`config.mk`:
```
export PLATFORM = sky130hd
export DESIGN_NAME = stage_id_pipe_flat
export DESIGN_NICKNAME = d
export VERILOG_FILES = /design/src/rtl/stage_id_pipe_if.sv /design/src/rtl/stage_id_pipe.sv /design/src/flat_wrapper.sv
export SDC_FILE = /design/constraint.sdc
export NUM_CORES = 1
export LEC_CHECK = 0
export ABC_AREA = 1
export BUFFER_PORTS_ARGS = -buffer_cell sky130_fd_sc_hd__clkbuf_2
export CORE_AREA = 2 2 145 147
export DETAILED_ROUTE_END_ITERATION = 12
export DIE_AREA = 0 0 147 149
export PLACE_DENSITY = 0.79
export SYNTH_ARGS = -nofsm -noshare
export SYNTH_HDL_FRONTEND = slang
export SYNTH_SLANG_ARGS = --single-unit
```
`constraint.sdc`:
```
create_clock -name clk -period 4.3 [get_ports clk]
set_input_delay 0.86 -clock clk [delete_from_list [all_inputs] [get_ports clk]]
set_output_delay 0.86 -clock clk [all_outputs]
set_load 0.1 [all_outputs]
```
`src/rtl/stage_id_pipe_if.sv`:
```
// stage_id_pipe_if: ID/EX bus between stage_id_pipe (master) and stage_ex (slave).
interface stage_id_pipe_if #(
  parameter int XLEN = 32,
  parameter int REG_AW = 5,
  parameter int ALUOP_W = 8,
  parameter int ALUSEL_W = 3
);
  logic out_valid, out_ready, we, illegal;
  logic [ALUOP_W-1:0] aluop;
  logic [ALUSEL_W-1:0] alusel;
  logic [XLEN-1:0] opv1, opv2, imm, pc_out;
  logic [REG_AW-1:0] reg_waddr;
  modport master (
    output out_valid, aluop, alusel, opv1, opv2, imm, reg_waddr, we, pc_out, illegal,
    input out_ready
  );
  modport slave (
    input out_valid, aluop, alusel, opv1, opv2, imm, reg_waddr, we, pc_out, illegal,
    output out_ready
  );
endinterface

```
`src/rtl/stage_id_pipe.sv`:
```
// stage_id_pipe: registered RV32I decode (OP_IMM/OP/LUI/AUIPC/LOAD/STORE) with a valid/ready ID/EX register.
// STAGE_ID_FWD_EN enables EX/MEM forwarding; without it any RAW against EX/MEM stalls.
module stage_id_pipe #(
  parameter int XLEN = 32,
  parameter int REG_AW = 5,
  parameter int ALUOP_W = 8,
  parameter int ALUSEL_W = 3
) (
  input  logic clk,
  input  logic rst_n,
  input  logic in_valid,
  output logic in_ready,
  input  logic [XLEN-1:0] pc,
  input  logic [31:0] inst,
  input  logic flush,
  output logic re1,
  output logic re2,
  output logic [REG_AW-1:0] reg_addr1,
  output logic [REG_AW-1:0] reg_addr2,
  input  logic [XLEN-1:0] reg_data1,
  input  logic [XLEN-1:0] reg_data2,
  input  logic ex_we,
  input  logic ex_is_load,
  input  logic [REG_AW-1:0] ex_reg_waddr,
  input  logic [XLEN-1:0] ex_reg_wdata,
  input  logic mem_we,
  input  logic [REG_AW-1:0] mem_reg_waddr,
  input  logic [XLEN-1:0] mem_reg_wdata,
  stage_id_pipe_if.master idex
);
  localparam logic [6:0] OPC_OPIMM = 7'b0010011, OPC_OP = 7'b0110011, OPC_LUI = 7'b0110111;
  localparam logic [6:0] OPC_AUIPC = 7'b0010111, OPC_LOAD = 7'b0000011, OPC_STORE = 7'b0100011;
  // Same values as the EXE_*_OP / EXE_RES_* encodings consumed by stage_ex
  localparam logic [ALUOP_W-1:0] OP_NOP = ALUOP_W'(8'h00), OP_ADD = ALUOP_W'(8'h20), OP_SUB = ALUOP_W'(8'h22);
  localparam logic [ALUOP_W-1:0] OP_AND = ALUOP_W'(8'h24), OP_OR = ALUOP_W'(8'h25), OP_XOR = ALUOP_W'(8'h26);
  localparam logic [ALUOP_W-1:0] OP_SLT = ALUOP_W'(8'h2A), OP_SLTU = ALUOP_W'(8'h2B), OP_SLL = ALUOP_W'(8'h7C);
  localparam logic [ALUOP_W-1:0] OP_SRL = ALUOP_W'(8'h02), OP_SRA = ALUOP_W'(8'h03);
  localparam logic [ALUOP_W-1:0] OP_LB = ALUOP_W'(8'hE0), OP_SB = ALUOP_W'(8'hE8);
  localparam logic [ALUSEL_W-1:0] SEL_NOP = ALUSEL_W'(3'd0), SEL_LOGIC = ALUSEL_W'(3'd1), SEL_SHIFT = ALUSEL_W'(3'd2);
  localparam logic [ALUSEL_W-1:0] SEL_ARITH = ALUSEL_W'(3'd4), SEL_LDST = ALUSEL_W'(3'd7);
  localparam int OPW = ALUOP_W + ALUSEL_W;
  function automatic logic [OPW-1:0] alu_of(input logic [2:0] f, input logic alt);
    case (f)
      3'b000: return {alt ? OP_SUB : OP_ADD, SEL_ARITH};
      3'b001: return {OP_SLL, SEL_SHIFT};
      3'b010: return {OP_SLT, SEL_ARITH};
      3'b011: return {OP_SLTU, SEL_ARITH};
      3'b100: return {OP_XOR, SEL_LOGIC};
      3'b101: return {alt ? OP_SRA : OP_SRL, SEL_SHIFT};
      3'b110: return {OP_OR, SEL_LOGIC};
      default: return {OP_AND, SEL_LOGIC};
    endcase
  endfunction
  logic [6:0] opc, f7;
  logic [2:0] f3;
  logic [XLEN-1:0] i_imm, s_imm, u_imm, shamt, d_imm, d_alt1, opv1_d, opv2_d;
  logic [OPW-1:0] d_op;
  logic d_we, d_ill, hit1_ex, hit2_ex, hit1_mem, hit2_mem, hazard, cap;
  assign opc = inst[6:0];
  assign f3 = inst[14:12];
  assign f7 = inst[31:25];
  assign i_imm = XLEN'($signed(inst[31:20]));
  assign s_imm = XLEN'($signed({inst[31:25], inst[11:7]}));
  assign u_imm = XLEN'($signed({inst[31:12], 12'b0}));
  assign shamt = XLEN'(inst[24:20]);
  always_comb begin
    {re1, re2, d_we, d_ill} = 4'b0;
    d_op = {OP_NOP, SEL_NOP};
    d_imm = '0;
    d_alt1 = '0;
    case (opc)
      OPC_OPIMM: begin
        {re1, d_we} = 2'b11;
        d_op = alu_of(f3, f3 == 3'b101 && f7[5]);
        d_imm = (f3 == 3'b001 || f3 == 3'b101) ? shamt : i_imm;
        d_ill = f3 == 3'b001 ? f7 != 7'h00 : f3 == 3'b101 ? (f7 & 7'h5F) != 7'h00 : 1'b0;
      end
      OPC_OP: begin
        {re1, re2, d_we} = 3'b111;
        d_op = alu_of(f3, f7[5]);
        d_ill = !(f7 == 7'h00 || (f7 == 7'h20 && (f3 == 3'b000 || f3 == 3'b101)));
      end
      OPC_LUI: begin
        d_we = 1'b1;
        d_op = {OP_ADD, SEL_ARITH};
        d_imm = u_imm;
      end
      OPC_AUIPC: begin
        d_we = 1'b1;
        d_op = {OP_ADD, SEL_ARITH};
        d_imm = u_imm;
        d_alt1 = pc;
      end
      OPC_LOAD: begin
        {re1, d_we} = 2'b11;
        d_op = {OP_LB | ALUOP_W'(f3), SEL_LDST};
        d_imm = i_imm;
        d_ill = f3 == 3'b011 || f3[2:1] == 2'b11;
      end
      OPC_STORE: begin
        {re1, re2} = 2'b11;
        d_op = {OP_SB | ALUOP_W'(f3), SEL_LDST};
        d_imm = s_imm;
        d_ill = f3 > 3'b010;
      end
      default: d_ill = 1'b1;
    endcase
    if (d_ill) begin
      {re1, re2, d_we} = 3'b0;
      d_op = {OP_NOP, SEL_NOP};
      d_imm = '0;
    end
  end
  assign reg_addr1 = re1 ? REG_AW'(inst[19:15]) : '0;
  assign reg_addr2 = re2 ? REG_AW'(inst[24:20]) : '0;
  assign hit1_ex = reg_addr1 != '0 && ex_we && reg_addr1 == ex_reg_waddr;
  assign hit2_ex = reg_addr2 != '0 && ex_we && reg_addr2 == ex_reg_waddr;
  assign hit1_mem = reg_addr1 != '0 && mem_we && reg_addr1 == mem_reg_waddr;
  assign hit2_mem = reg_addr2 != '0 && mem_we && reg_addr2 == mem_reg_waddr;
`ifdef STAGE_ID_FWD_EN
  assign hazard = in_valid && ex_is_load && (hit1_ex || hit2_ex);
  assign opv1_d = !re1 ? d_alt1 : reg_addr1 == '0 ? '0 : hit1_ex ? ex_reg_wdata : hit1_mem ? mem_reg_wdata : reg_data1;
  assign opv2_d = !re2 ? d_imm : reg_addr2 == '0 ? '0 : hit2_ex ? ex_reg_wdata : hit2_mem ? mem_reg_wdata : reg_data2;
`else
  logic unused_fwd;
  assign unused_fwd = ^{ex_is_load, ex_reg_wdata, mem_reg_wdata};
  assign hazard = in_valid && (hit1_ex || hit2_ex || hit1_mem || hit2_mem);
  assign opv1_d = !re1 ? d_alt1 : reg_addr1 == '0 ? '0 : reg_data1;
  assign opv2_d = !re2 ? d_imm : reg_addr2 == '0 ? '0 : reg_data2;
`endif
  assign in_ready = (!idex.out_valid || idex.out_ready) && !hazard && !flush;
  assign cap = in_valid && in_ready;
  always_ff @(posedge clk or negedge rst_n) begin
    if (!rst_n) begin
      idex.out_valid <= 1'b0;
      {idex.aluop, idex.alusel} <= '0;
      idex.opv1 <= '0;
      idex.opv2 <= '0;
      idex.imm <= '0;
      idex.reg_waddr <= '0;
      idex.we <= 1'b0;
      idex.pc_out <= '0;
      idex.illegal <= 1'b0;
    end else if (flush) begin
      idex.out_valid <= 1'b0;
    end else if (cap) begin
      idex.out_valid <= 1'b1;
      {idex.aluop, idex.alusel} <= d_op;
      idex.opv1 <= opv1_d;
      idex.opv2 <= opv2_d;
      idex.imm <= d_imm;
      idex.reg_waddr <= d_we ? REG_AW'(inst[11:7]) : '0;
      idex.we <= d_we;
      idex.pc_out <= pc;
      idex.illegal <= d_ill;
    end else if (idex.out_ready) begin
      idex.out_valid <= 1'b0;
    end
  end
endmodule

```
`src/flat_wrapper.sv`:
```
// flat-port wrapper written by rule: the top's interface ports become plain ports
module stage_id_pipe_flat 
#(
  parameter int XLEN = 32,
  parameter int REG_AW = 5,
  parameter int ALUOP_W = 8,
  parameter int ALUSEL_W = 3
)
  (clk, rst_n, in_valid, in_ready, pc, inst, flush, re1, re2, reg_addr1, reg_addr2, reg_data1, reg_data2, ex_we, ex_is_load, ex_reg_waddr, ex_reg_wdata, mem_we, mem_reg_waddr, mem_reg_wdata, idex_out_valid, idex_aluop, idex_alusel, idex_opv1, idex_opv2, idex_imm, idex_reg_waddr, idex_we, idex_pc_out, idex_illegal, idex_out_ready);
  stage_id_pipe_if #(.XLEN(XLEN), .REG_AW(REG_AW), .ALUOP_W(ALUOP_W), .ALUSEL_W(ALUSEL_W)) idex_i ();
  input  logic clk;
  input  logic rst_n;
  input  logic in_valid;
  output logic in_ready;
  input  logic [XLEN-1:0] pc;
  input  logic [31:0] inst;
  input  logic flush;
  output logic re1;
  output logic re2;
  output logic [REG_AW-1:0] reg_addr1;
  output logic [REG_AW-1:0] reg_addr2;
  input  logic [XLEN-1:0] reg_data1;
  input  logic [XLEN-1:0] reg_data2;
  input  logic ex_we;
  input  logic ex_is_load;
  input  logic [REG_AW-1:0] ex_reg_waddr;
  input  logic [XLEN-1:0] ex_reg_wdata;
  input  logic mem_we;
  input  logic [REG_AW-1:0] mem_reg_waddr;
  input  logic [XLEN-1:0] mem_reg_wdata;
  output wire logic [$bits(idex_i.out_valid)-1:0] idex_out_valid;
  output wire logic [$bits(idex_i.aluop)-1:0] idex_aluop;
  output wire logic [$bits(idex_i.alusel)-1:0] idex_alusel;
  output wire logic [$bits(idex_i.opv1)-1:0] idex_opv1;
  output wire logic [$bits(idex_i.opv2)-1:0] idex_opv2;
  output wire logic [$bits(idex_i.imm)-1:0] idex_imm;
  output wire logic [$bits(idex_i.reg_waddr)-1:0] idex_reg_waddr;
  output wire logic [$bits(idex_i.we)-1:0] idex_we;
  output wire logic [$bits(idex_i.pc_out)-1:0] idex_pc_out;
  output wire logic [$bits(idex_i.illegal)-1:0] idex_illegal;
  input wire logic [$bits(idex_i.out_ready)-1:0] idex_out_ready;
  assign idex_out_valid = idex_i.out_valid;
  assign idex_aluop = idex_i.aluop;
  assign idex_alusel = idex_i.alusel;
  assign idex_opv1 = idex_i.opv1;
  assign idex_opv2 = idex_i.opv2;
  assign idex_imm = idex_i.imm;
  assign idex_reg_waddr = idex_i.reg_waddr;
  assign idex_we = idex_i.we;
  assign idex_pc_out = idex_i.pc_out;
  assign idex_illegal = idex_i.illegal;
  assign idex_i.out_ready = idex_out_ready;
  stage_id_pipe #(.XLEN(XLEN), .REG_AW(REG_AW), .ALUOP_W(ALUOP_W), .ALUSEL_W(ALUSEL_W)) u_core (.clk(clk), .rst_n(rst_n), .in_valid(in_valid), .in_ready(in_ready), .pc(pc), .inst(inst), .flush(flush), .re1(re1), .re2(re2), .reg_addr1(reg_addr1), .reg_addr2(reg_addr2), .reg_data1(reg_data1), .reg_data2(reg_data2), .ex_we(ex_we), .ex_is_load(ex_is_load), .ex_reg_waddr(ex_reg_waddr), .ex_reg_wdata(ex_reg_wdata), .mem_we(mem_we), .mem_reg_waddr(mem_reg_waddr), .mem_reg_wdata(mem_reg_wdata), .idex(idex_i));
endmodule
```
==> results.cfg <==
[routing]
vias_per_cell = 5.35
wl_um = 29700
drc = 0
firstDrtPassIters = 5
detail_route.iter0.violations = 650
wire_per_inst_um = 17.4
vias = 9140
antenna_left = 0

[die]
rows = 53
dieArea_sq_um = 21900
ios = 370
die_height_um = 149
start_util = 0.400
fp.dieW_um = 147
coreArea_sq_um = 20600

[grt]
grt-ovfl-total = 0
grt_pass1_wl_um = 46200
grt_pass1_vias = 8483
track_usage = 0.268
antenna_found_initial = 2
grt_max_degree = 148

[final_layout]
ff_latch_area_sq_um = 3680
area_growth_pct = 28.8
drive_gt1_frac = 0.280
multi_input_area_sq_um = 3870
nets = 1632
fillers = 2030

[synth]
syn_nets = 1364
syn_inst = 1153
seq_area_frac_synth = 0.447
avgSynthCellArea_sq_um = 7.14
yosysUniqueCellTypes = 28
yosys_warnings = 0
netlist_area_sq_um = 8230
ys_ff_latch = 147

[power_and_ir_drop]
ir_drop_v = 0.000236
p_leak_nw = 6.32
finalPower_mw = 3.95
power.density_nw_per_um2 = 373

[worst_setup_path]
cpPeakStageDelay_ns = 0.27
crit_arrival_ns = 3.20
r2r_start = u_core.idex.out_valid
r2r_setup_slack_ns = 2.15
worstPathRequired_ns = 3.44
crit_top_cell = nand2_1
cp_max_fo = 10
critPathCaptureType = output port
cp-start-kind = primary input
path_buf_inv = 4
crit_start = inst[1]
timing.rr.end = u_core.idex.pc_out[21]
worstPathCellList = clkbuf_2, nand2_1, inv_2, nand2_2, nor2_2, nand2_1, nand2_1, buf_4, nor2_4, nand4_1, o21ai_1, nor2_1, nand3_1, nand2_1, nand2_1, nand2_1, a21boi_4, buf_12
worstSetupEndpoint = in_ready
path_depth = 18
critPathTopFamily = simple AND/OR/NAND/NOR gates
reg2regPathDepth = 6
slowest_stage = nand4_1
path_class = primary input to output port

[sta]
hold_viol = 0
slew_viol_final = 0
tightest_slew_ns = 0.770
hold_slack_ns = 0.463
fmax_mhz = 246
rsz0062_at_grt = false
setup_tns_ns = 0
finalCriticalPeriod_ns = 4.06
clock_skew_ns = 0.0104
setup_viol = 0
period_share = 0.944
slew_headroom = 0.486

[cts]
clkTransAtPathRegs_ns = 0.07
clock_latency_ns = 0.42
cts_buffers = 17
h-tree-depth = 4
cts_tree = yes
clock-sinks = 147
clock_path_buffers = 2
cts_root_buf = clkbuf_16

[placement]
post-dp-hpwl_um = 20900
io_buffers = 304
gp_congestion = 0.905

[worst_hold_path]
hold_path.class = primary input to asynchronous set/reset pin

[job]
maxCapViolCount = 0

[status]
outcome = complete, no violations
Yosys cell counts, drive strengths merged:
cell	instances	area [sq um]
a21boi	1	7.51
a21oi	28	144
a22oi	3	22.5
a31oi	3	18.8
buf	36	260
clkbuf	48	180
clkinv	2	7.51
dfrtp	147	3680
ha	1	12.5
inv	76	285
nand2	489	1840
nand3	60	305
nand4	158	988
nor2	60	258
nor3	7	50.1
o21ai	33	165
o22ai	1	6.26
how the worst min path moves through the flow:
| stage | startpoint | end | slack, ns | depth (start not counted) |
|---|---|---|---|---|
| finish | rst_n | u_core.idex.imm[14] | 0.46 | 1 |
| global route | rst_n | u_core.idex.imm[14] | 0.50 | 1 |
| CTS | u_core.idex.pc_out[0] | u_core.idex.pc_out[0] | 0.48 | 2 |
| detailed placement | u_core.idex.opv2[25] | u_core.idex.opv2[25] | 0.46 | 2 |
| global placement | u_core.idex.pc_out[24] | u_core.idex.pc_out[24] | 0.46 | 2 |
| floorplan | rst_n | u_core.idex.aluop[0] | 0.56 | 0 |
routing by layer:
layer	wire length (um)	global-route usage	vias to the layer above	part of all wire
li1	-	-	4339	-
met1	12200	0.348	4223	0.41
met2	13800	0.431	527	0.46
met3	3060	0.0804	49	0.10
met4	688	0.0870	2	0.023
met5	12	0	-	0.00040
layout make-up:
class | instances | area share
multi-input combinational | 845 | 0.365
antenna | 1 | 0.000236
clock buffer | 19 | 0.0427
tap | 275 | 0.0325
timing repair buffer | 332 | 0.174
sequential | 147 | 0.347
inverter | 78 | 0.0279
clock inverter | 13 | 0.0107
per-stage QoR:
stage	cell area [sq um]	setup slack, ns	utilization	instances
2_1_floorplan	8250	0.167	-	1153
3_3_place_gp	10000	0.0354	0.486	1673
3_5_place_dp	10000	0.00938	0.486	1673
4_1_cts	10600	0.233	0.514	1705
5_1_grt	10600	0.0135	0.515	1709
6_report	10600	0.243	0.516	1710
logic make-up (layout without fill, tap and decap cells):
kind of cell | count (synthesis) | after routing | share of synthesized area
adders and majority gates | 1 | 1 | 0.00152
buffers and inverters | 162 | 442 | 0.0891
AOI/OAI and AO/OA | 69 | 69 | 0.0442
DFF | 147 | 147 | 0.447
other | 0 | 1 | 0
and+or+nand+nor | 774 | 775 | 0.418
report_power, final:
group | switching, mW | internal, mW
sequential | 0.0428 | 1.46
combinational | 0.849 | 0.172
clock | 0.640 | 0.790
total | 1.53 | 2.42
flip-flops by register name, indices dropped and copies added, names as in the netlist, 3 cells and up:
signal and count:
u_core.idex.pc_out 32, u_core.idex.reg_waddr 5, u_core.idex.alusel 3, u_core.idex.opv2 32
u_core.idex.opv1 32, u_core.idex.aluop 8, u_core.idex.imm 32
placed cells by master (no fill, tap or decap), types with 2 or more instances in the layout:
cell type   instances
nor3_1              4
buf_12              8
nor2_2              7
clkinv_1            2
a31oi_1             3
clkbuf_2          300
inv_6               5
nand2_1           487
o21ai_0            29
inv_1              58
clkbuf_8            2
buf_4              23
o21ai_1             4
nand3_1            59
a21oi_1            26
clkinvlp_4          3
a22oi_1             3
nand4_1           158
nor2_4              4
dfrtp_1           147
inv_8               3
clkbuf_16          17
nor2_1             50
nor3_2              2
nand2_2             2
inv_2              17
timing repair:
action | 4_1_cts | 5_1_grt
buffers inserted | 0 | 3
gates cloned | 0 | 1
setup endpoints to repair | 1 | 1
hold buffers | 0 | 0
pin swaps | 0 | 3
resized for setup | 1 | 0
Power figures use the tool's default switching activity.
